===== src/rtl/smart_home_pkg.sv =====
// Shared types and constants for the smart-home alarm stages.
// Holds the arming state encoding and the tamper/exit-timer widths.
package smart_home_pkg;

  typedef enum logic [1:0] {
    DISARMED   = 2'b00,
    EXIT_DELAY = 2'b01,
    ARMED      = 2'b10,
    LOCKOUT    = 2'b11
  } arm_state_t;

  localparam int TAMPER_W     = 4;
  localparam logic [TAMPER_W-1:0] TAMPER_MAX = 4'd15;
  localparam int EXIT_TIMER_W = 16;

  // Saturating increment: the tamper count must never wrap back to zero.
  function automatic logic [TAMPER_W-1:0] sat_inc(input logic [TAMPER_W-1:0] value);
    if (value == TAMPER_MAX) begin
      sat_inc = TAMPER_MAX;
    end else begin
      sat_inc = value + 4'd1;
    end
  endfunction

endpackage


===== src/rtl/sync_edge_detector.sv =====
// Two-flop synchroniser for an asynchronous input followed by a rising-edge pulse.
// The pulse is one cycle wide and appears two clocks after the input rises.
module sync_edge_detector (
  input  logic clk,
  input  logic rst_n,
  input  logic din,
  output logic pulse
);

  logic sync1_r;
  logic sync2_r;
  logic prev_r;

  // Metastability chain plus one delayed copy for edge detection.
  always_ff @(posedge clk or negedge rst_n) begin
    if (!rst_n) begin
      sync1_r <= 1'b0;
      sync2_r <= 1'b0;
      prev_r  <= 1'b0;
    end else begin
      sync1_r <= din;
      sync2_r <= sync1_r;
      prev_r  <= sync2_r;
    end
  end

  assign pulse = sync2_r & ~prev_r;

endmodule


===== src/rtl/alarm_arm_controller.sv =====
// Arming FSM with exit-delay timer and tamper supervision.
// Produces the enable qualifier and tamper count consumed by the motion alarm stage.
module alarm_arm_controller
  import smart_home_pkg::*;
#(
  parameter int EXIT_CYCLES  = 1000,
  parameter int TAMPER_LIMIT = 3
) (
  input  logic       clk,
  input  logic       rst_n,
  input  logic       systemOn,
  input  logic       arm_req,
  input  logic       disarm_req,
  input  logic       clear_tamper,
  input  logic       tamper_raw,
  output logic       enable,
  output logic [3:0] tamper_counter,
  output logic       lockout,
  output logic       exit_pending,
  output logic [1:0] arm_state
);

  localparam logic [EXIT_TIMER_W-1:0] EXIT_LOAD = EXIT_TIMER_W'(EXIT_CYCLES - 1);
  localparam logic [TAMPER_W-1:0]     LIMIT     = TAMPER_W'(TAMPER_LIMIT);

  arm_state_t              state_r;
  arm_state_t              state_nxt_s;
  logic [EXIT_TIMER_W-1:0] timer_r;
  logic [EXIT_TIMER_W-1:0] timer_nxt_s;
  logic [TAMPER_W-1:0]     count_r;
  logic [TAMPER_W-1:0]     count_nxt_s;
  logic                    tamper_edge_s;
  logic                    enable_r;
  logic                    lockout_r;
  logic                    exit_pending_r;

  sync_edge_detector u_tamper_sync (
    .clk   (clk),
    .rst_n (rst_n),
    .din   (tamper_raw),
    .pulse (tamper_edge_s)
  );

  // State, timer, counter and decoded output registers.
  always_ff @(posedge clk or negedge rst_n) begin
    if (!rst_n) begin
      state_r        <= DISARMED;
      timer_r        <= {EXIT_TIMER_W{1'b0}};
      count_r        <= {TAMPER_W{1'b0}};
      enable_r       <= 1'b0;
      lockout_r      <= 1'b0;
      exit_pending_r <= 1'b0;
    end else begin
      state_r        <= state_nxt_s;
      timer_r        <= timer_nxt_s;
      count_r        <= count_nxt_s;
      enable_r       <= (state_nxt_s == ARMED) || (state_nxt_s == LOCKOUT);
      lockout_r      <= (state_nxt_s == LOCKOUT);
      exit_pending_r <= (state_nxt_s == EXIT_DELAY);
    end
  end

  // Tamper count: power-off clears, clear_tamper keeps a coincident edge, else saturating count.
  always_comb begin
    count_nxt_s = count_r;
    if (!systemOn) begin
      count_nxt_s = {TAMPER_W{1'b0}};
    end else if (clear_tamper && (state_r != LOCKOUT)) begin
      count_nxt_s = tamper_edge_s ? 4'd1 : 4'd0;
    end else if (tamper_edge_s) begin
      count_nxt_s = sat_inc(count_r);
    end else begin
      count_nxt_s = count_r;
    end
  end

  // Next-state logic; the limit check uses the registered count so lockout trails the count by one edge.
  always_comb begin
    state_nxt_s = state_r;
    timer_nxt_s = timer_r;
    if (!systemOn) begin
      state_nxt_s = DISARMED;
      timer_nxt_s = {EXIT_TIMER_W{1'b0}};
    end else if (count_r >= LIMIT) begin
      state_nxt_s = LOCKOUT;
    end else begin
      case (state_r)
        DISARMED: begin
          if (arm_req && !disarm_req) begin
            state_nxt_s = EXIT_DELAY;
            timer_nxt_s = EXIT_LOAD;
          end else begin
            state_nxt_s = DISARMED;
          end
        end
        EXIT_DELAY: begin
          if (disarm_req) begin
            state_nxt_s = DISARMED;
            timer_nxt_s = {EXIT_TIMER_W{1'b0}};
          end else if (timer_r == {EXIT_TIMER_W{1'b0}}) begin
            state_nxt_s = ARMED;
          end else begin
            timer_nxt_s = timer_r - 16'd1;
          end
        end
        ARMED: begin
          if (disarm_req) begin
            state_nxt_s = DISARMED;
          end else begin
            state_nxt_s = ARMED;
          end
        end
        LOCKOUT: begin
          state_nxt_s = LOCKOUT;
        end
        default: begin
          state_nxt_s = DISARMED;
          timer_nxt_s = {EXIT_TIMER_W{1'b0}};
        end
      endcase
    end
  end

  assign enable         = enable_r;
  assign lockout        = lockout_r;
  assign exit_pending   = exit_pending_r;
  assign tamper_counter = count_r;
  assign arm_state      = state_r;

endmodule


===== config.mk =====
export PLATFORM = sky130hd
export DESIGN_NAME = alarm_arm_controller
export DESIGN_NICKNAME = d
export VERILOG_FILES = /design/src/rtl/smart_home_pkg.sv /design/src/rtl/sync_edge_detector.sv /design/src/rtl/alarm_arm_controller.sv
export SDC_FILE = /design/constraint.sdc
export NUM_CORES = 1
export LEC_CHECK = 0
export ABC_AREA = 1
export ABC_CLOCK_PERIOD_IN_PS = 2100
export BUFFER_PORTS_ARGS = -buffer_cell sky130_fd_sc_hd__buf_2
export CAP_MARGIN = 0
export CORE_MARGIN = 1
export CORE_UTILIZATION = 40
export CTS_CLUSTER_SIZE = 28
export DETAILED_ROUTE_END_ITERATION = 10
export PLACE_DENSITY = 0.64
export SLEW_MARGIN = 20
export SYNTH_ARGS = -nofsm -noshare
export SYNTH_HDL_FRONTEND = slang
export SYNTH_SLANG_ARGS = --single-unit

===== constraint.sdc =====
create_clock -name clk -period 2.1 [get_ports clk]
set_input_delay 0.42 -clock clk [delete_from_list [all_inputs] [get_ports clk]]
set_output_delay 0.42 -clock clk [all_outputs]
set_load 0.005 [all_outputs]

==> results by group, run 1 <==
Synthesis
  – Cell Area, Synth: 1700 sq um
  – Post-Syn Instances: 227
  – Synth unique cells: 27
  – Syn Area/Cell: 7.49 sq um
  – Top cells by area, synth: dfrtp_1 40%, nand2_1 12%, nor2_1 6.6%
  – Cell taking the most area after synthesis: dfrtp_1
  – Post-synthesis sequential area ratio: 0.397
  – Mapped Nets: 236
  – Top cell type's share of synthesized area: 0.397
  – Yosys warnings: 0
  – #FFs+latches synth: 27

Clock tree
  – TritonCTS clock tree: built
  – Worst-case clock buffer depth: 2
  – Root Driver: clkbuf_8
  – Clock-pin slew on the worst setup and hold paths: 0.10 ns
  – Num Clock Sinks: 27
  – Post-CTS Resized: 0
  – CTS Hold Buffers Added: 0
  – Post-CTS setup buffer count: 0
  – H-tree depth: 1
  – CTS Buf Count: 3
  – Skew-Pair Late Insertion Delay: 0.27 ns

STA
  – TNS Setup: 0 ns
  – Final number of hold-violating endpoints: 0
  – Fin crit share: 0.887
  – Post-layout minimum cycle time: 1.86 ns
  – Setup violations, final: 0
  – Final Max Slew Viols: 0
  – Layout Skew: 0.00238 ns
  – Max transition margin: 0.600
  – Fmax achieved: 537 MHz
  – Hold WS: 0.138 ns
  – Worst Tran Pin Value: 0.601 ns
  – Unrepaired setup endpoints after global routing: no

Critical path
  – CP peak stage delay: 0.42 ns
  – Worst reg2reg endpoint: timer_r[11]
  – CP max FO: 20
  – CP required: 2.28 ns
  – Endpoint class of the critical path: flip-flop
  – Crit path kind: flip-flop to flip-flop
  – Crit-path most repeated cell: nand2_1
  – CP cell instances: ha_1 -> nor2_2 -> nand2_1 -> nand2_1 -> inv_2 -> nor2_4 -> nand2_4 -> nand2_4 -> nand3_2 -> nand2_1 -> nor2_2
  – Reg2reg start: tamper_counter[0]
  – Worst path arrival time: 2.04 ns
  – Critical Path Source Type: flip-flop
  – R2r worst-path depth: 11
  – Reg2reg setup slack: 0.24 ns
  – Slowest CP cell: dfrtp_1

Place
  – DP Cell Count: 290
  – Placer Congestion: 0.934
  – DPL Wire Length: 2700 um
  – Port buffer count: 15

Drt
  – Drc violations: 0
  – Via/cell ratio: 4.92
  – Vias: 1447
  – Routed wire length: 3490 um
  – Number of routed nets with antenna violations: 0
  – DRT Pass-1 Iters: 4
  – WL per Instance: 11.9 um
  – Drt first-iter violations: 71

Final layout
  – Synthesis-to-finish area growth: 8.90%
  – Util after Layout: 0.460
  – Antenna Cells: 0
  – Nets: 254
  – Share of cells above drive strength 1: 0.242
  – Layout Cells excl Fill: 294

Floorplan
  – Die Area: 4520 sq um
  – Die height: 67.2 um
  – IO Pins: 16
  – Row Count: 23
  – Total core area: 4030 sq um
  – Die Wd: 67.2 um
  – Initial Util: 0.422

Hold path
  – Hold crit path type: input pin to asynchronous set/reset pin

GRT
  – GRT Overall Usage: 0.184
  – Gr ovfl total: 0
  – Global-route wire length before repair: 6400 um
  – Antenna violations before repair: 0
  – Largest net degree at the start of global routing: 28
  – Vias in the first global route: 1454

Flow run
  – MaxCap Viol Count: 0

Power
  – VDD IR-drop max: 0.278 mV
  – Pwr/cell area: 623 nW/um^2
  – Pleak: 0.000930 uW

Status
  – Status: completed
==> worst max-delay path by stage <==
stage | startpoint | to | slack (ns) | cells after the start
finish | tamper_counter[0] | timer_r[11] | 0.24 | 11
global route | tamper_counter[0] | timer_r[9] | 0.04 | 10
CTS | tamper_counter[0] | timer_r[11] | 0.21 | 11
detailed placement | tamper_counter[0] | timer_r[11] | 0.23 | 11
global placement | tamper_counter[0] | timer_r[8] | 0.28 | 10
floorplan | tamper_counter[0] | timer_r[11] | 0.47 | 12
==> cell type report <==
cell class              count  area, sq um
repair buffers             16         82.6
fillers                   429         2180
clock buffers               3         41.3
flip-flops and latches     27          676
well taps                  50         62.6
inverters                  32          123
multi-input cells         165          860
clock inverters             1         7.51
==> layout by cell type, fill, tap and decap left out, drive strengths merged <==
cell type / count
o211ai: 1
nor3: 6
ha: 2
a21oi: 7
nand3: 21
nand2: 60
clkbuf: 3
buf: 16
inv: 32
nand4: 1
o32ai: 1
o21ai: 21
or2: 2
o22ai: 2
dfrtp: 27
nor2: 41
clkinvlp: 1
==> cell usage after synthesis, drive strengths merged <==
cell type	n
o22ai	2
or2	2
nand3	21
inv	32
nor3	6
ha	2
o32ai	1
a21oi	7
buf	3
o21ai	21
nand2	60
o211ai	1
nand4	1
dfrtp	27
nor2	41
==> state kept, by name, indices dropped and copies added (netlist names) <==
name                   flops
u_tamper_sync.sync1_r      1
u_tamper_sync.prev_r       1
timer_r                   16
lockout                    1
u_tamper_sync.sync2_r      1
exit_pending               1
tamper_counter             4
arm_state                  2
==> power breakdown <==
group | total [uW] | switching, uW | internal [uW]
clock | 308 | 173 | 135
combinational | 272 | 185 | 86.9
sequential | 574 | 23.5 | 550
==> metrics by stage <==
| stage | instance area [sq um] | power, uW | worst slack, ns |
|---|---|---|---|
| finish | 1850 | 1150 | 0.238 |
| global route | 1850 | 1220 | 0.0432 |
| CTS | 1850 | 1170 | 0.214 |
| detailed placement | 1800 | 857 | 0.233 |
| global placement | 1800 | 855 | 0.275 |
| floorplan | 1700 | 791 | 0.466 |
==> per-layer routing <==
| metal | up-vias | wire length, um | track usage |
|---|---|---|---|
| li1 | 754 | - | - |
| met1 | 668 | 1690 | 0.255 |
| met2 | 21 | 1650 | 0.301 |
| met3 | 4 | 104 | 0.0253 |
| met4 | 0 | 40 | 0.0505 |
| met5 | - | 0 | 0 |
==> kinds of logic (layout without fill, tap and decap cells) <==
kind of cell / after synthesis / count (layout) / synth area share
buf+inv: 35 / 52 / 0.0971
compound gates: 32 / 32 / 0.111
fa+ha+maj: 2 / 2 / 0.0147
simple gates: 131 / 131 / 0.380
flops: 27 / 27 / 0.397
==> critical path: cells and delay by family, from the launching register on <==
family        cells  cell delay (ns)
flops             1             0.42
fa+ha+maj         1             0.24
simple gates      9             1.02
buf+inv           1             0.07
Power figures use the tool's default switching activity.
==> inputs of run 2 (changes only) <==
--- a/config.mk
+++ b/config.mk
@@ -6,14 +6,15 @@
 export NUM_CORES = 1
 export LEC_CHECK = 0
 export ABC_AREA = 1
-export ABC_CLOCK_PERIOD_IN_PS = 2100
+export ABC_CLOCK_PERIOD_IN_PS = 1700
 export BUFFER_PORTS_ARGS = -buffer_cell sky130_fd_sc_hd__buf_2
 export CAP_MARGIN = 0
 export CORE_MARGIN = 1
 export CORE_UTILIZATION = 40
+export CTS_BUF_LIST = sky130_fd_sc_hd__clkbuf_4
 export CTS_CLUSTER_SIZE = 28
 export DETAILED_ROUTE_END_ITERATION = 10
-export PLACE_DENSITY = 0.64
+export PLACE_DENSITY = 0.66
 export SLEW_MARGIN = 20
 export SYNTH_ARGS = -nofsm -noshare
 export SYNTH_HDL_FRONTEND = slang
==> constraint.sdc (replaced) <==
create_clock -name clk -period 1.7 [get_ports clk]
set_input_delay 0.34 -clock clk [delete_from_list [all_inputs] [get_ports clk]]
set_output_delay 0.34 -clock clk [all_outputs]
set_load 0.005 [all_outputs]
==> run 2 against run 1 <==
  * Via count up 7.6%
  * Critical endpoint is now timer_r[15]
  * Hold slack worse by 0.065 ns
  * Highest routed layer unchanged
  * Largest cell class unchanged
  * Worst setup slack worse by 0.23 ns
  * Die area unchanged
  * Global-route usage up 0.42 points
  * Flip-flop and latch count unchanged
  * Clock power about the same
  * Core utilization up 4.3 points
  * First-iteration DRC count down 9.9%
  * Non-clock buffer count up 15
==> results by group, run 2 (synthesis results as in run 1) <==
Status
  – Status: completed (unchanged)

Clock tree
  – TritonCTS clock tree: built (unchanged)
  – Num Clock Sinks: 27 (unchanged)
  – Skew-Pair Late Insertion Delay: 0.35 ns (was 0.27 ns)
  – Clock-pin slew on the worst setup and hold paths: 0.17 ns (was 0.10 ns)
  – Root Driver: clkbuf_4 (was clkbuf_8)
  – H-tree depth: 1 (unchanged)
  – Worst-case clock buffer depth: 2 (unchanged)
  – CTS Buf Count: 3 (unchanged)

STA
  – Post-layout minimum cycle time: 1.69 ns (was 1.86 ns)
  – Final Max Slew Viols: 0 (unchanged)
  – Fin crit share: 0.993 (was 0.887)
  – Fmax achieved: 592 MHz (was 537 MHz)
  – Layout Skew: 0.0170 ns (was 0.00238 ns)
  – Setup violations, final: 0 (unchanged)
  – Hold WS: 0.0723 ns (was 0.138 ns)
  – Unrepaired setup endpoints after global routing: yes (was no)
  – Final number of hold-violating endpoints: 0 (unchanged)
  – Worst Tran Pin Value: 0.619 ns (was 0.601 ns)
  – Max transition margin: 0.587 (was 0.600)

Critical path
  – CP endpoint: timer_r[15] (was timer_r[11])
  – Endpoint class of the critical path: flip-flop (unchanged)
  – Crit path kind: flip-flop to flip-flop (unchanged)
  – Reg2reg setup slack: 0.01 ns (was 0.24 ns)
  – Worst path arrival time: 1.94 ns (was 2.04 ns)
  – Setup crit start: tamper_counter[1] (was tamper_counter[0])
  – CP required: 1.95 ns (was 2.28 ns)
  – Worst reg2reg endpoint: timer_r[15] (was timer_r[11])
  – CP max FO: 20 (unchanged)
  – Reg2reg start: tamper_counter[1] (was tamper_counter[0])
  – R2r worst-path depth: 11 (unchanged)
  – Critical Path Source Type: flip-flop (unchanged)

Flow run
  – MaxCap Viol Count: 0 (unchanged)

Floorplan
  – IO Pins: 16 (unchanged)
  – Row Count: 23 (unchanged)
  – Die height: 67.2 um (unchanged)
  – Die Wd: 67.2 um (unchanged)
  – Total core area: 4030 sq um (unchanged)
  – Initial Util: 0.422 (unchanged)
  – Die Area: 4520 sq um (unchanged)

Drt
  – DRT Pass-1 Iters: 5 (was 4)
  – Vias: 1557 (was 1447)
  – WL per Instance: 12.3 um (was 11.9 um)
  – Number of routed nets with antenna violations: 0 (unchanged)
  – Drt first-iter violations: 64 (was 71)
  – Drc violations: 0 (unchanged)
  – Routed wire length: 3790 um (was 3490 um)
  – Via/cell ratio: 5.04 (was 4.92)

Final layout
  – Nets: 269 (was 254)
  – Commonest non-fill, non-tap cell in the layout: nand2_1 (unchanged)
  – Max reg flops: 16 (unchanged)
  – Antenna Cells: 0 (unchanged)
  – Layout fillers: 412 (was 429)
  – Most frequent cells in the layout: 47 x nand2_1, 27 x dfrtp_1, 25 x inv_1, 25 x nor2_1, 15 x buf_2 (was 54 x nand2_1, 30 x nor2_1, 27 x dfrtp_1)
  – Share of cells above drive strength 1: 0.355 (was 0.242)
  – Register name with the most flops: timer_r (unchanged)
  – Synthesis-to-finish area growth: 19.1% (was 8.90%)
  – Util after Layout: 0.503 (was 0.460)

GRT
  – Global-route wire length before repair: 6380 um (was 6400 um)
  – Antenna violations before repair: 0 (unchanged)
  – Largest net degree at the start of global routing: 28 (unchanged)
  – GRT Overall Usage: 0.189 (was 0.184)
  – Vias in the first global route: 1437 (was 1454)
  – Gr ovfl total: 0 (unchanged)

Power
  – Pleak: 0.000997 uW (was 0.000930 uW)
  – VDD IR-drop max: 0.315 mV (was 0.278 mV)
  – Pwr/cell area: 710 nW/um^2 (was 623 nW/um^2)

Hold path
  – Hold path cells: 1
  – Hold crit path type: input pin to flip-flop (was input pin to asynchronous set/reset pin)

Place
  – Placer Congestion: 0.899 (was 0.934)
  – DPL Wire Length: 2780 um (was 2700 um)
  – Port buffer count: 15 (unchanged)
==> run 2: metrics by stage <==
step	worst slack [ns]	TNS, ns	instance area [sq um]	cells	power, uW
floorplan	0.0665	0	1700	227	978
global placement	-0.0633	-0.348	1890	301	1090
detailed placement	-0.0734	-0.723	1890	301	1100
CTS	0.000423	0	1950	308	1410
global route	-0.106	-1.20	2030	309	1520
finish	0.0122	0	2030	309	1440
==> run 2: power breakdown <==
group / switching, uW / internal (uW) / leakage (uW)
clock: 219 / 90.5 / 0.0000139
combinational: 262 / 157 / 0.000628
sequential: 28.5 / 680 / 0.000355
==> run 2: worst min-delay path by stage <==
stage,startpoint,end,slack (ns)
final,tamper_raw,u_tamper_sync.sync1_r,0.07
after global routing,tamper_raw,u_tamper_sync.sync1_r,0.06
after CTS,tamper_raw,u_tamper_sync.sync1_r,0.07
after detailed placement,u_tamper_sync.sync1_r,u_tamper_sync.sync2_r,0.34
after global placement,u_tamper_sync.sync1_r,u_tamper_sync.sync2_r,0.35
after floorplan,rst_n,arm_state[0],0.04
==> run 2: worst max-delay path: stages, from the launching register on <==
cell,delay [ns]
dfrtp_1,0.44
ha_2,0.19
nor2_2,0.14
nand2_2,0.10
nand2_4,0.09
inv_2,0.04
nor2_4,0.15
nand2_4,0.09
nand2_8,0.16
nand3_2,0.09
nand2_2,0.06
nor2_1,0.03
==> run 2: final cells by class <==
cell class                 count  area [sq um]  area share
multi-input combinational    165           930       0.459
clock buffer                   3          22.5      0.0111
timing repair buffer          31           205       0.101
inverter                      32           123      0.0605
sequential                    27           676       0.334
tap                           50          62.6      0.0309
clock inverter                 1          7.51     0.00371
==> run 2: metal layers <==
layer / GRT usage / share of wire
met3: 0.0236 / 0.034
met1: 0.244 / 0.46
met2: 0.320 / 0.49
met4: 0.0691 / 0.016
met5: 0 / 0
==> run 2: repair_timing <==
action                                 4_1_cts  5_1_grt
setup endpoints to repair                   16       19
gates resized for setup                      4       23
endpoints found under the hold margin       12        0
setup buffers                                2        1
hold buffers                                 1        0
pin swaps                                    2        5
==> inputs of run 3 (changes only) <==
--- a/config.mk
+++ b/config.mk
@@ -7,7 +7,7 @@
 export LEC_CHECK = 0
 export ABC_AREA = 1
 export ABC_CLOCK_PERIOD_IN_PS = 1700
-export BUFFER_PORTS_ARGS = -buffer_cell sky130_fd_sc_hd__buf_2
+export BUFFER_PORTS_ARGS = -buffer_cell sky130_fd_sc_hd__buf_4
 export CAP_MARGIN = 0
 export CORE_MARGIN = 1
 export CORE_UTILIZATION = 40
==> run 3 against run 2 <==
  * Sequential power about the same
  * Sequential share of layout area decreased by 0.98 points
  * Global-route usage increased by 0.62 points
  * Register-to-register slack improved by 0.08 ns
  * Critical endpoint is now tamper_counter[0]
  * Largest power group unchanged
==> results by group, run 3 (synthesis results as in run 1) <==
Clock tree
  – TritonCTS clock tree: built (unchanged)
  – Num Clock Sinks: 27 (unchanged)
  – Clock-pin slew on the worst setup and hold paths: 0.14 ns (was 0.17 ns)
  – Worst-case clock buffer depth: 2 (unchanged)
  – Root Driver: clkbuf_4 (unchanged)
  – H-tree depth: 1 (unchanged)
  – Skew-Pair Late Insertion Delay: 0.34 ns (was 0.35 ns)
  – CTS Buf Count: 3 (unchanged)

GRT
  – Antenna violations before repair: 0 (unchanged)
  – Global-route wire length before repair: 6600 um (was 6380 um)
  – Vias in the first global route: 1536 (was 1437)
  – Gr ovfl total: 0 (unchanged)
  – Largest net degree at the start of global routing: 28 (unchanged)
  – GRT Overall Usage: 0.195 (was 0.189)

Final layout
  – Max reg flops: 16 (unchanged)
  – Util after Layout: 0.519 (was 0.503)
  – Share of cells above drive strength 1: 0.351 (was 0.355)
  – Synthesis-to-finish area growth: 23.0% (was 19.1%)
  – Commonest non-fill, non-tap cell in the layout: nand2_1 (unchanged)
  – Register name with the most flops: timer_r (unchanged)
  – Layout Cells excl Fill: 312 (was 309)
  – Final instance area: 2090 sq um (was 2030 sq um)
  – Most frequent cells in the layout: 50 x nand2_1, 33 x buf_4, 26 x nor2_1, 26 x dfrtp_1, 25 x inv_1 (was 47 x nand2_1, 27 x dfrtp_1, 25 x inv_1, 25 x nor2_1, 15 x buf_2)
  – Nets: 272 (was 269)
  – Antenna Cells: 0 (unchanged)

Critical path
  – Slowest CP cell: dfrtp_1 (unchanged)
  – CP peak stage delay: 0.44 ns (about the same)
  – Buf/Inv on CP: 4 (was 1)
  – Crit path kind: flip-flop to primary output (was flip-flop to flip-flop)
  – Crit-path most repeated cell: buf_4
  – Worst path arrival time: 1.29 ns (was 1.94 ns)
  – CP required: 1.36 ns (was 1.95 ns)
  – Crit path depth: 4 (was 11)
  – Critical Path Source Type: flip-flop (unchanged)
  – CP max FO: 3 (was 20)
  – Reg2reg start: tamper_counter[0] (was tamper_counter[1])
  – R2r worst-path depth: 11 (unchanged)
  – CP cell instances: buf_4 -> buf_4 -> buf_4 -> buf_4 (was ha_2 -> nor2_2 -> nand2_2 -> nand2_4 -> inv_2 -> nor2_4 -> nand2_4 -> nand2_8 -> nand3_2 -> nand2_2 -> nor2_1)
  – Setup crit start: tamper_counter[0] (was tamper_counter[1])
  – Endpoint class of the critical path: primary output (was flip-flop)
  – CP top delay family: buffers and inverters (was simple AND/OR/NAND/NOR gates)

Drt
  – Via/cell ratio: 4.96 (was 5.04)
  – Drt first-iter violations: 109 (was 64)
  – DRT Pass-1 Iters: 4 (was 5)
  – Vias: 1548 (was 1557)
  – Number of routed nets with antenna violations: 0 (unchanged)
  – Routed wire length: 3700 um (was 3790 um)
  – WL per Instance: 11.9 um (was 12.3 um)
  – Drc violations: 0 (unchanged)

Flow run
  – MaxCap Viol Count: 0 (unchanged)

Floorplan
  – IO Pins: 16 (unchanged)
  – Die Wd: 67.2 um (unchanged)
  – Initial Util: 0.422 (unchanged)
  – Row Count: 23 (unchanged)
  – Die height: 67.2 um (unchanged)
  – Die Area: 4520 sq um (unchanged)
  – Total core area: 4030 sq um (unchanged)

Place
  – Port buffer count: 15 (unchanged)
  – Setup slack after placement: -0.0630 ns (was -0.0734 ns)
  – Placer Congestion: 0.821 (was 0.899)
  – Area after DPL: 1940 sq um (was 1890 sq um)
  – DPL Wire Length: 2730 um (was 2780 um)
  – DP Cell Count: 303 (was 301)

Hold path
  – Hold_sp: tamper_raw (unchanged)
  – Hold path cells: 1 (unchanged)
  – Hold crit path type: input pin to flip-flop (unchanged)

STA
  – Fmax achieved: 613 MHz (was 592 MHz)
  – Final worst slack: 0.0686 ns (was 0.0122 ns)
  – Hold WS: 0.109 ns (was 0.0723 ns)
  – Unrepaired setup endpoints after global routing: yes (unchanged)
  – Final number of hold-violating endpoints: 0 (unchanged)
  – Setup violations, final: 0 (unchanged)
  – Worst Tran Pin Value: 0.412 ns (was 0.619 ns)
  – Max transition margin: 0.723 (was 0.587)
  – Post-layout minimum cycle time: 1.63 ns (was 1.69 ns)
  – Fin crit share: 0.960 (was 0.993)
  – Layout Skew: 0.0164 ns (was 0.0170 ns)
  – Final Max Slew Viols: 0 (unchanged)

Power
  – Pwr/cell area: 688 nW/um^2 (was 710 nW/um^2)
  – Pleak: 0.00102 uW (was 0.000997 uW)
  – VDD IR-drop max: 0.308 mV (was 0.315 mV)

Status
  – Status: completed (unchanged)
run 3: routing by layer:
metal | share of wire | global-route usage | vias to the layer above
li1 | - | - | 799
met1 | 0.45 | 0.255 | 711
met2 | 0.50 | 0.325 | 33
met3 | 0.034 | 0.0270 | 5
met4 | 0.014 | 0.0718 | 0
met5 | 0 | 0 | -
run 3: worst paths after layout:
kind                                    endpoint  slack [ns]
min in group asynchronous            timer_r[11]        0.43
max reg2reg                          timer_r[10]        0.09
min                        u_tamper_sync.sync1_r        0.11
max in group asynchronous           arm_state[1]        0.99
min reg2reg                u_tamper_sync.sync2_r        0.38
max                            tamper_counter[0]        0.07
run 3: timing repair:
item                       4_1_cts  5_1_grt
setup endpoints to repair       16       20
gates resized for setup          3       24
pin swaps                        2        4
hold buffers                     1        0
hold endpoints to repair        27        0
setup buffers                    2        2
run 3: report_power, final:
part / internal, uW / leakage, uW / switching (uW)
Combinational: 165 / 0.000645 / 258
Clock: 108 / 0.0000184 / 199
Sequential: 680 / 0.000354 / 28.1
Total: 953 / 0.00102 / 485
run 3: layout make-up:
cell class / count / area (sq um)
fillers: 390 / 1940
multi-input cells: 165 / 941
well taps: 50 / 62.6
clock buffers: 4 / 30.0
inverters: 32 / 123
repair buffers: 34 / 258
flip-flops and latches: 27 / 677
run 3: per-stage QoR:
| step | TNS (ns) | total power, uW |
|---|---|---|
| after floorplan | 0 | 978 |
| after global placement | -0.507 | 1100 |
| after detailed placement | -0.704 | 1100 |
| after CTS | 0 | 1420 |
| after global routing | -0.209 | 1530 |
| final | 0 | 1440 |
